**config.mk**
```make
export PLATFORM = sky130hd
export DESIGN_NAME = sym_timing_nco_ctrl_flat
export DESIGN_NICKNAME = d
export VERILOG_FILES = /design/src/rtl/msk_timing_pkg.sv /design/src/rtl/sym_timing_nco_ctrl_if.sv /design/src/rtl/sym_timing_nco_ctrl.sv /design/src/flat_wrapper.sv
export SDC_FILE = /design/constraint.sdc
export NUM_CORES = 1
export LEC_CHECK = 0
export ABC_AREA = 1
export BUFFER_PORTS_ARGS = -buffer_cell sky130_fd_sc_hd__buf_2
export CORE_UTILIZATION = 55
export CTS_BUF_LIST = sky130_fd_sc_hd__clkbuf_4
export CTS_CLUSTER_DIAMETER = 120
export DETAILED_ROUTE_END_ITERATION = 6
export PLACE_DENSITY = 0.81
export SETUP_SLACK_MARGIN = 0.15
export SYNTH_ARGS = -nofsm -noshare
export SYNTH_HDL_FRONTEND = slang
export SYNTH_SLANG_ARGS = --single-unit
```
**constraint.sdc**
```tcl
create_clock -name clk -period 2.5 [get_ports clk]
set_input_delay 0.125 -clock clk [delete_from_list [all_inputs] [get_ports clk]]
set_output_delay 0.125 -clock clk [all_outputs]
set_load 0.01 [all_outputs]
```
**src/rtl/msk_timing_pkg.sv**
```systemverilog
// Shared constants, types and helpers for the symbol-timing NCO.
// Contents:
//   OSF/TAPS_PPH/MU_W/PI_W/CTRL_W/MAX_ADJ/CNT_W  design parameters
//   M, ACC_W, SUM_W, INC_NOM                     accumulator modulus and widths
//   tim_state_e                                  IDLE / FILL / RUN
//   phase_t, mu_t, ctrl_t, sat_t                 datapath types
//   sat_ctrl()                                   clamp a correction to +/-MAX_ADJ
package msk_timing_pkg;

  localparam int OSF      = 20;
  localparam int TAPS_PPH = 5;
  localparam int MU_W     = 27;
  localparam int PI_W     = 5;
  localparam int CTRL_W   = 24;
  localparam int MAX_ADJ  = 2**20;
  localparam int CNT_W    = 16;

  localparam int FILL_LEN = OSF * TAPS_PPH;
  localparam int FILL_W   = $clog2(FILL_LEN);

  localparam longint unsigned M_VAL = 64'(OSF) << MU_W;
  localparam int ACC_W = $clog2(M_VAL);
  // One extra bit so acc + inc never overflows before the modulus compare.
  localparam int SUM_W = ACC_W + 1;
  localparam logic [SUM_W-1:0] M       = SUM_W'(M_VAL);
  localparam logic [SUM_W-1:0] INC_NOM = SUM_W'(64'd1 << MU_W);

  typedef enum logic [1:0] {
    IDLE = 2'd0,
    FILL = 2'd1,
    RUN  = 2'd2
  } tim_state_e;

  typedef logic [PI_W-1:0]          phase_t;
  typedef logic [MU_W-1:0]          mu_t;
  typedef logic signed [CTRL_W-1:0] ctrl_t;

  typedef struct packed {
    ctrl_t value;
    logic  clamped;
  } sat_t;

  localparam ctrl_t ADJ_HI = ctrl_t'(MAX_ADJ);
  localparam ctrl_t ADJ_LO = ctrl_t'(-MAX_ADJ);

  function automatic sat_t sat_ctrl(input ctrl_t c);
    sat_t r;
    r.value   = c;
    r.clamped = 1'b0;
    if (c > ADJ_HI) begin
      r.value   = ADJ_HI;
      r.clamped = 1'b1;
    end else if (c < ADJ_LO) begin
      r.value   = ADJ_LO;
      r.clamped = 1'b1;
    end
    return r;
  endfunction

endpackage

```
**src/rtl/sym_timing_nco_ctrl_if.sv**
```systemverilog
// Link between the timing NCO and the polyphase interpolator / loop filter.
// Signals:
//   ctrl_i       loop-filter rate correction (signed)
//   ctrl_valid_i capture strobe for ctrl_i
//   phase_int_o  integer sample phase 0..OSF-1
//   mu_o         fractional phase
//   sym_valid_o  one-clk symbol strobe
// Modports: master = NCO side, slave = interpolator / loop-filter side.
interface sym_timing_nco_ctrl_if;
  import msk_timing_pkg::*;

  ctrl_t  ctrl_i;
  logic   ctrl_valid_i;
  phase_t phase_int_o;
  mu_t    mu_o;
  logic   sym_valid_o;

  modport master (
    input  ctrl_i, ctrl_valid_i,
    output phase_int_o, mu_o, sym_valid_o
  );

  modport slave (
    output ctrl_i, ctrl_valid_i,
    input  phase_int_o, mu_o, sym_valid_o
  );

endinterface

```
**src/rtl/sym_timing_nco_ctrl.sv**
```systemverilog
// Symbol-timing NCO / scheduler for the polyphase fractional-delay interpolator.
// A modulo-M phase accumulator advances once per clk by (1<<MU_W) plus a
// saturated loop correction; each wrap issues a symbol strobe with the
// integer/fractional phase of the residue. A warm-up period of OSF*TAPS_PPH
// clocks holds off strobes until the interpolator delay line is full.
// Ports:
//   clk, reset_n   clock, synchronous active-low reset
//   enable_i       level; low forces IDLE
//   restart_i      pulse; zero the accumulator while running
//   interp         ctrl in / phase, mu, strobe out (master modport)
//   state_o        0=IDLE 1=FILL 2=RUN
//   sym_cnt_o      strobes since entering RUN, wraps
//   clamp_o        sticky: a captured correction was saturated
//
// state | meaning
// IDLE  | disabled; accumulator, fill and symbol counters held at zero
// FILL  | delay line warm-up, counts FILL_LEN clocks, no accumulation
// RUN   | accumulator advancing, strobe on each modulo-M wrap
module sym_timing_nco_ctrl
  import msk_timing_pkg::*;
(
  input  logic                  clk,
  input  logic                  reset_n,
  input  logic                  enable_i,
  input  logic                  restart_i,
  sym_timing_nco_ctrl_if.master interp,
  output logic [1:0]            state_o,
  output logic [CNT_W-1:0]      sym_cnt_o,
  output logic                  clamp_o
);

  localparam logic [FILL_W-1:0] FILL_LAST = FILL_W'(FILL_LEN - 1);

  tim_state_e         state_q, state_d;
  logic [ACC_W-1:0]   acc_q, acc_d;
  logic [FILL_W-1:0]  fill_q, fill_d;
  ctrl_t              ctrl_q, ctrl_d;
  logic               valid_q, valid_d;
  phase_t             phase_q, phase_d;
  mu_t                mu_q, mu_d;
  logic [CNT_W-1:0]   cnt_q, cnt_d;
  logic               clamp_q, clamp_d;

  sat_t               cap;
  logic [SUM_W-1:0]   inc, sum;
  logic [ACC_W-1:0]   sum_red;
  logic               wrap;

  always_ff @(posedge clk) begin
    if (!reset_n) begin
      state_q <= IDLE;
      acc_q   <= '0;
      fill_q  <= '0;
      ctrl_q  <= '0;
      valid_q <= 1'b0;
      phase_q <= '0;
      mu_q    <= '0;
      cnt_q   <= '0;
      clamp_q <= 1'b0;
    end else begin
      state_q <= state_d;
      acc_q   <= acc_d;
      fill_q  <= fill_d;
      ctrl_q  <= ctrl_d;
      valid_q <= valid_d;
      phase_q <= phase_d;
      mu_q    <= mu_d;
      cnt_q   <= cnt_d;
      clamp_q <= clamp_d;
    end
  end

  always_comb begin
    state_d = state_q;
    if (!enable_i) begin
      state_d = IDLE;
    end else begin
      case (state_q)
        IDLE:    state_d = FILL;
        FILL:    if (fill_q == FILL_LAST) state_d = RUN;
        RUN:     state_d = RUN;
        default: state_d = IDLE;
      endcase
    end
  end

  // ctrl_q holds the already-saturated correction, so inc can never reach M
  // and at most one wrap happens per clk.
  always_comb begin
    inc     = INC_NOM + {{(SUM_W-CTRL_W){ctrl_q[CTRL_W-1]}}, ctrl_q};
    sum     = {1'b0, acc_q} + inc;
    wrap    = (sum >= M);
    sum_red = ACC_W'(sum - M);
  end

  always_comb begin
    cap     = sat_ctrl(interp.ctrl_i);
    acc_d   = acc_q;
    fill_d  = fill_q;
    cnt_d   = cnt_q;
    valid_d = 1'b0;
    phase_d = phase_q;
    mu_d    = mu_q;
    ctrl_d  = interp.ctrl_valid_i ? cap.value : ctrl_q;
    // A saturating capture in the same clk as IDLE still sets the flag.
    clamp_d = ((state_q == IDLE) ? 1'b0 : clamp_q) |
              (interp.ctrl_valid_i & cap.clamped);

    if (!enable_i) begin
      acc_d  = '0;
      fill_d = '0;
      cnt_d  = '0;
    end else begin
      case (state_q)
        IDLE: begin
          acc_d  = '0;
          fill_d = '0;
          cnt_d  = '0;
        end
        FILL: begin
          acc_d = '0;
          if (fill_q == FILL_LAST) begin
            fill_d = '0;
            cnt_d  = '0;
          end else begin
            fill_d = fill_q + FILL_W'(1);
          end
        end
        RUN: begin
          if (restart_i) begin
            acc_d = '0;
          end else if (wrap) begin
            acc_d   = sum_red;
            valid_d = 1'b1;
            phase_d = sum_red[MU_W +: PI_W];
            mu_d    = sum_red[MU_W-1:0];
            cnt_d   = cnt_q + CNT_W'(1);
          end else begin
            acc_d = sum[ACC_W-1:0];
          end
        end
        default: begin
          acc_d  = '0;
          fill_d = '0;
          cnt_d  = '0;
        end
      endcase
    end
  end

  assign interp.phase_int_o = phase_q;
  assign interp.mu_o        = mu_q;
  assign interp.sym_valid_o = valid_q;
  assign state_o            = state_q;
  assign sym_cnt_o          = cnt_q;
  assign clamp_o            = clamp_q;

endmodule

```
**src/flat_wrapper.sv**
```systemverilog
// flat-port wrapper written by rule: the top's interface ports become plain ports
module sym_timing_nco_ctrl_flat import msk_timing_pkg::*;
  (clk, reset_n, enable_i, restart_i, state_o, sym_cnt_o, clamp_o, interp_ctrl_i, interp_ctrl_valid_i, interp_phase_int_o, interp_mu_o, interp_sym_valid_o);
  sym_timing_nco_ctrl_if interp_i ();
  input  logic clk;
  input  logic reset_n;
  input  logic enable_i;
  input  logic restart_i;
  output logic [1:0] state_o;
  output logic [CNT_W-1:0] sym_cnt_o;
  output logic clamp_o;
  input wire logic [$bits(interp_i.ctrl_i)-1:0] interp_ctrl_i;
  input wire logic [$bits(interp_i.ctrl_valid_i)-1:0] interp_ctrl_valid_i;
  output wire logic [$bits(interp_i.phase_int_o)-1:0] interp_phase_int_o;
  output wire logic [$bits(interp_i.mu_o)-1:0] interp_mu_o;
  output wire logic [$bits(interp_i.sym_valid_o)-1:0] interp_sym_valid_o;
  assign interp_i.ctrl_i = interp_ctrl_i;
  assign interp_i.ctrl_valid_i = interp_ctrl_valid_i;
  assign interp_phase_int_o = interp_i.phase_int_o;
  assign interp_mu_o = interp_i.mu_o;
  assign interp_sym_valid_o = interp_i.sym_valid_o;
  sym_timing_nco_ctrl u_core (.clk(clk), .reset_n(reset_n), .enable_i(enable_i), .restart_i(restart_i), .interp(interp_i), .state_o(state_o), .sym_cnt_o(sym_cnt_o), .clamp_o(clamp_o));
endmodule
```
After elaboration in Yosys (flattened, before gate mapping)
Cells that the tools add are included.
{ "totals": {"register_bits": 115, "in_bits": 29, "out_inout_bits": 52} }
{ "classes": {"add_sub_neg": 5, "magnitude_cmp": 3, "eq_ne": 6, "n_mux": 13, "bitwise": 6, "n_reduce_logical": 5} }
{ "op_table": {"columns": ["cell", "n"], "rows": [
  ["$mux 25", 2],
  ["$mux 16", 3],
  ["$add 32x33->33", 1],
  ["$ge 33x32->1 const B", 1],
  ["$mux 32", 1],
  ["$pmux 16 s2", 1],
  ["$sub 32x32->32 const B", 1],
  ["$add 29x24->30 const A", 1],
  ["$gt 24x22->1 const B", 1],
  ["$lt 24x21->1 const B", 1],
  ["$add 16x1->16 const B", 1],
  ["$pmux 7 s2", 1],
  ["$add 7x1->7 const B", 1],
  ["$eq 7x7->1 const B", 1],
  ["$mux 7", 1],
  ["$pmux 2 s3", 1],
  ["$ne 2x1->1 const B", 2],
  ["$not 1->1", 4],
  ["$reduce_and 4->1", 1],
  ["$reduce_or 4->1", 1],
  ["$reduce_and 3->1", 1],
  ["$eq 2x1->1 const B", 1],
  ["$eq 2x2->1 const B", 1],
  ["$logic_not 2->1", 1],
  ["other kinds (6)", 7]
]} }

Depth between registers and ports, before layout
{ "logic_depth": {"ltp_word": 6, "ltp_mapped": 22, "depth_no_buf": 21} }

Worst setup path before layout
OpenSTA, ideal clock, no wires.
{ "synth_path": {"kind": "reg-to-reg", "startpoint": "register u_core.ctrl_q[0]", "endpoint": "register u_core.mu_q[0], in the netlist u_core.interp.mu_o[0]", "setup_time_ns": 0.132, "t_arrival_ns": 2.511, "t_required_ns": 2.368, "slack_ns": -0.143, "stages_incl_launch_ff": 22, "path_buffers": 1, "path_cell_list": "dfxtp_1 > ha_1 > inv_1 > fa_1 > inv_1 > nand2_1 > nand3_1 > nand2_1 > nand2_1 > nand2_1 > nand2_1 > nand2_1 > nand2_1 > inv_1 > ha_1 > o21ai_0 > inv_1 > nand2_2 > nand2_1 > buf_2 > nand2_1 > a21oi_1"} }
{ "synth_between": {"elab_chain_cells": 4, "elab_cells_between_ends": 5, "classes_between": "add/sub (3); order compare (1); reduce/logical (1)"} }
{ "synth_lines": {"columns": ["element", "line", "rtl"], "rows": [
  ["from (decl)", "sym_timing_nco_ctrl.sv:37", "ctrl_t ctrl_q, ctrl_d;"],
  ["from (signal assigned)", "sym_timing_nco_ctrl.sv:64", "ctrl_q <= ctrl_d;"],
  ["$add 29x24->30 *", "sym_timing_nco_ctrl.sv:90", "inc = INC_NOM + {{(SUM_W-CTRL_W){ctrl_q[CTRL_W-1]}}, ctrl_q};"],
  ["$add 32x33->33 *", "sym_timing_nco_ctrl.sv:91", "sum = {1'b0, acc_q} + inc;"],
  ["$ge 33x32->1", "sym_timing_nco_ctrl.sv:92", "wrap = (sum >= M);"],
  ["$reduce_and 4->1 (no source line)", null, null],
  ["to (signal assigned)", "sym_timing_nco_ctrl.sv:67", "mu_q <= mu_d;"],
  ["to (decl)", "sym_timing_nco_ctrl.sv:40", "mu_t mu_q, mu_d;"]
]} }
Mark *: on every way between the ends. The rest lies on a longest branch, timed or not.
A chain may end at the register's enable or synchronous reset.

Worst setup path after layout
{ "layout_path": {"startpoint": "register u_core.ctrl_q[7]", "endpoint": "register u_core.cnt_q[7], in the netlist u_core.sym_cnt_o[7]"} }
{ "layout_between": {"elab_chain_cells": 5} }
{ "layout_lines": {"columns": ["element", "line", "rtl"], "rows": [
  ["$add 29x24->30", "sym_timing_nco_ctrl.sv:90", null],
  ["$add 32x33->33", "sym_timing_nco_ctrl.sv:91", null],
  ["$ge 33x32->1", "sym_timing_nco_ctrl.sv:92", null],
  ["$ne 2x1->1 (no source line)", null, null],
  ["$reduce_and 3->1 (no source line)", null, null],
  ["to (signal assigned)", "sym_timing_nco_ctrl.sv:68", "cnt_q <= cnt_d;"],
  ["to (decl)", "sym_timing_nco_ctrl.sv:41", "logic [CNT_W-1:0] cnt_q, cnt_d;"]
]} }
Every way passes these cells.

==> flow_summary.json <==
{
  "status": "finished, violations left",
  "violations": "design-rule violations, negative setup slack",
  "via_per_inst": 5.801,
  "gp_congestion": 0.9890,
  "yosys_warnings": 0,
  "finish.utilization": 0.8440,
  "nFillCells": 673,
  "cts_tree": "done",
  "track_usage": 0.3889,
  "area_growth_pct": 47.12,
  "ys_seq_area_frac": 0.3273,
  "hold_viol": 0,
  "cts_root_buffer": "clkbuf_4",
  "start_kind": "flop",
  "syn_avg_cell_area_um2": 6.264,
  "drt-wirelength-per-cell_um": 17.87,
  "ir_worst_vdd_mv": 0.4975,
  "drt-met1-wl_um": 9906,
  "ys_ff_latch": 115,
  "timing.final.crit_share": 1.194,
  "timing.final.ws_setup_ns": -0.4855,
  "powerDensity_mw_per_mm2": 381.7,
  "dpl_cell_area_mm2": 0.008651,
  "cp-startpoint": "u_core.ctrl_q[7]",
  "cts_sinks": 115,
  "route.met3.wl_um": 2431,
  "syn_inst": 1123,
  "layout-drive-gt1-share": 0.3377,
  "cp_max_fo": 7,
  "dieArea_mm2": 0.01325,
  "max_freq_mhz": 334.9,
  "ant_nets": 0,
  "drcViolationCount": 28,
  "slew_viol_final": 0,
  "synth_area_mm2": 0.007034,
  "criticalPathCategory": "flop to flop",
  "cts_max_path_buffers": 2,
  "clk_latency_ns": 0.61,
  "hold_ws_ns": 0.04012,
  "worst_slew_pin_slew_ns": 0.6431,
  "numCtsBuffers": 17,
  "crit_arrival_ns": 3.50,
  "clock_skew_ns": 0.03062,
  "reg2reg_slack_ns": -0.49,
  "final_cells": 1555,
  "min_path_type": "input port to flop",
  "rsz0062_at_grt": "yes",
  "slew_headroom": 0.5708,
  "initial_core_util": 0.5737,
  "worstHoldStart": "restart_i",
  "wirelength_um": 27790,
  "synth_cell_types": 34,
  "clk_pin_slew_ns": 0.11,
  "coreArea_mm2": 0.01226,
  "maxUsedRoutingLayer": "met5",
  "cp.required_ns": 3.01,
  "synth_nets": 1188,
  "power_w": 0.003950,
  "rr_startpoint": "u_core.ctrl_q[7]",
  "end_kind": "flop",
  "p_leak_nw": 4.830,
  "layout.nets": 1438,
  "setup_viol": 53,
  "first_pass_iters": 7,
  "rows": 40,
  "grt_start_max_net_pins": 39,
  "initialDrtViolationCount": 1162,
  "grt_pass1_wl_um": 39470,
  "vias": 9021,
  "cts_max_level": 4,
  "max-cap-violations": 0,
  "dp_hpwl_um": 15930,
  "fin_crit_ns": 2.986,
  "dp.cells": 1467,
  "antenna_found_initial": 1,
  "fin_area_mm2": 0.01035,
  "chipHeight_um": 115.1,
  "port_buffers": 80,
  "met2_length_um": 13450,
  "grt_overflow": 0,
  "die_x_um": 115.1,
  "io_pins": 81,
  "grt_pass1_vias": 8444
}
logic make-up (layout without fill, tap and decap cells):
logic type	count (synthesis)	in the layout	share of synthesized area
and+or+nand+nor	627	628	0.3796
buffers and inverters	199	461	0.1122
AOI/OAI and AO/OA	128	128	0.09338
DFF	115	115	0.3273
adders and majority gates	36	36	0.06510
xor gates and xnor gates	18	18	0.02241
other	0	1	0
registers in the layout, summed over array words and instances (netlist names):
signal                     count
u_core.ctrl_q                 24
u_core.sym_cnt_o              16
u_core.clamp_o                 1
u_core.interp.mu_o            27
u_core.interp.sym_valid_o      1
u_core.acc_q                  32
u_core.state_o                 2
u_core.interp.phase_int_o      5
u_core.fill_q                  7
worst max-delay path, cell delays in order (launching register included):
cell	delay, ns
dfxtp_2	0.36
ha_4	0.26
buf_4	0.13
nand2_2	0.14
inv_1	0.07
nand2_1	0.07
nand2_1	0.11
inv_1	0.10
nand2_2	0.09
nand2_1	0.10
nand2_1	0.08
nand2_1	0.08
nand2_1	0.17
nor2_1	0.16
nand2_1	0.07
nor2_2	0.16
nand3_4	0.14
nand2_8	0.16
buf_12	0.12
buf_16	0.12
nand3_2	0.06
a21oi_2	0.14
cell usage after synthesis (all sizes together):
library cell  number  area (um2)
o221ai             1       8.760
nand3            109       555.5
and3               3       18.77
buf               12       87.58
nor3b              2       15.01
nand2            353        1340
nand4             17       106.4
xnor2              9       78.83
nor2             109       416.7
o311ai             1       8.760
nand3b             7       52.55
o21bai             1       7.510
or2                1       6.260
nor4               7       43.79
a21oi            111       559.3
dfxtp            115        2302
clkbuf            21       78.83
a21o               1       7.510
nor3              15       90.09
ha                35       437.9
inv              166       623.1
xor2               9       78.83
and2               4       25.02
fa                 1       20.02
o21ai             13       65.06
path summary, 6_finish.rpt:
check / to / cells after the start
worst min register to register: u_core.interp.mu_o[22] / 2
worst min-delay path: u_core.interp.mu_o[17] / 5
worst max-delay path: u_core.sym_cnt_o[7] / 21
worst max register to register: u_core.sym_cnt_o[7] / 21
repair_timing:
item / in CTS / in global routing
endpoints found under the setup margin: 52 / 53
resized for setup: 90 / 88
buffers inserted: 12 / 13
gates cloned: 2 / 3
pin swaps: 17 / 43
endpoints found under the hold margin: 33 / 0
hold buffers: 25 / 0
cells in the final DEF, fill, tap and decap left out, types with 6 or more instances in the layout:
cell,Yosys,final
clkbuf_4,0,21
ha_4,0,27
nor3_1,12,10
buf_4,0,145
inv_2,3,10
nand2_2,6,45
dfxtp_2,0,23
nand3b_1,7,7
nand3_1,107,82
nor4_1,7,7
nand3_2,2,21
nor2_1,106,88
dlygate4sd3_1,0,25
a21oi_2,1,20
nand4_1,17,17
nor2_2,3,15
nand3_4,0,6
xor2_1,9,7
xnor2_1,9,7
o21ai_0,12,9
dfxtp_1,115,89
ha_1,35,7
inv_1,163,156
buf_2,4,80
nor2_4,0,6
buf_12,0,6
nand2_1,347,301
a21oi_1,110,90
nand2_4,0,6
power by group:
group	total [W]	leakage (nW)	internal, W	switching (W)
clock network	0.00162	0.175	0.000828	0.000792
registers	0.00188	0.942	0.00185	0.0000244
logic	0.000454	3.71	0.000196	0.000258
metal layers:
metal	track usage	up-vias
li1	-	4076
met1	0.4063	4154
met2	0.6767	584
met3	0.1054	205
met4	0.2788	2
met5	0	-
layout make-up:
class                           instances  area [um2]  area share
Timing Repair Buffer                  263        2002      0.1934
Tap cell                              168       210.2     0.02031
Antenna cell                            1       2.502   0.0002418
Inverter                              166       623.1     0.06021
Sequential cell                       115        2342      0.2263
Clock inverter                         11       160.2     0.01548
Clock buffer                           21       157.7     0.01523
Multi-Input combinational cell        810        4851      0.4687
metrics by stage:
step	setup TNS, ns	setup slack (ns)
after floorplan	0	0.05888
after global placement	-13.19	-0.3038
after global routing	-28.87	-0.6050
final	-22.63	-0.4855
after CTS	-9.278	-0.2341
after detailed placement	-14.11	-0.3234
(Power assumes the default switching activity.)
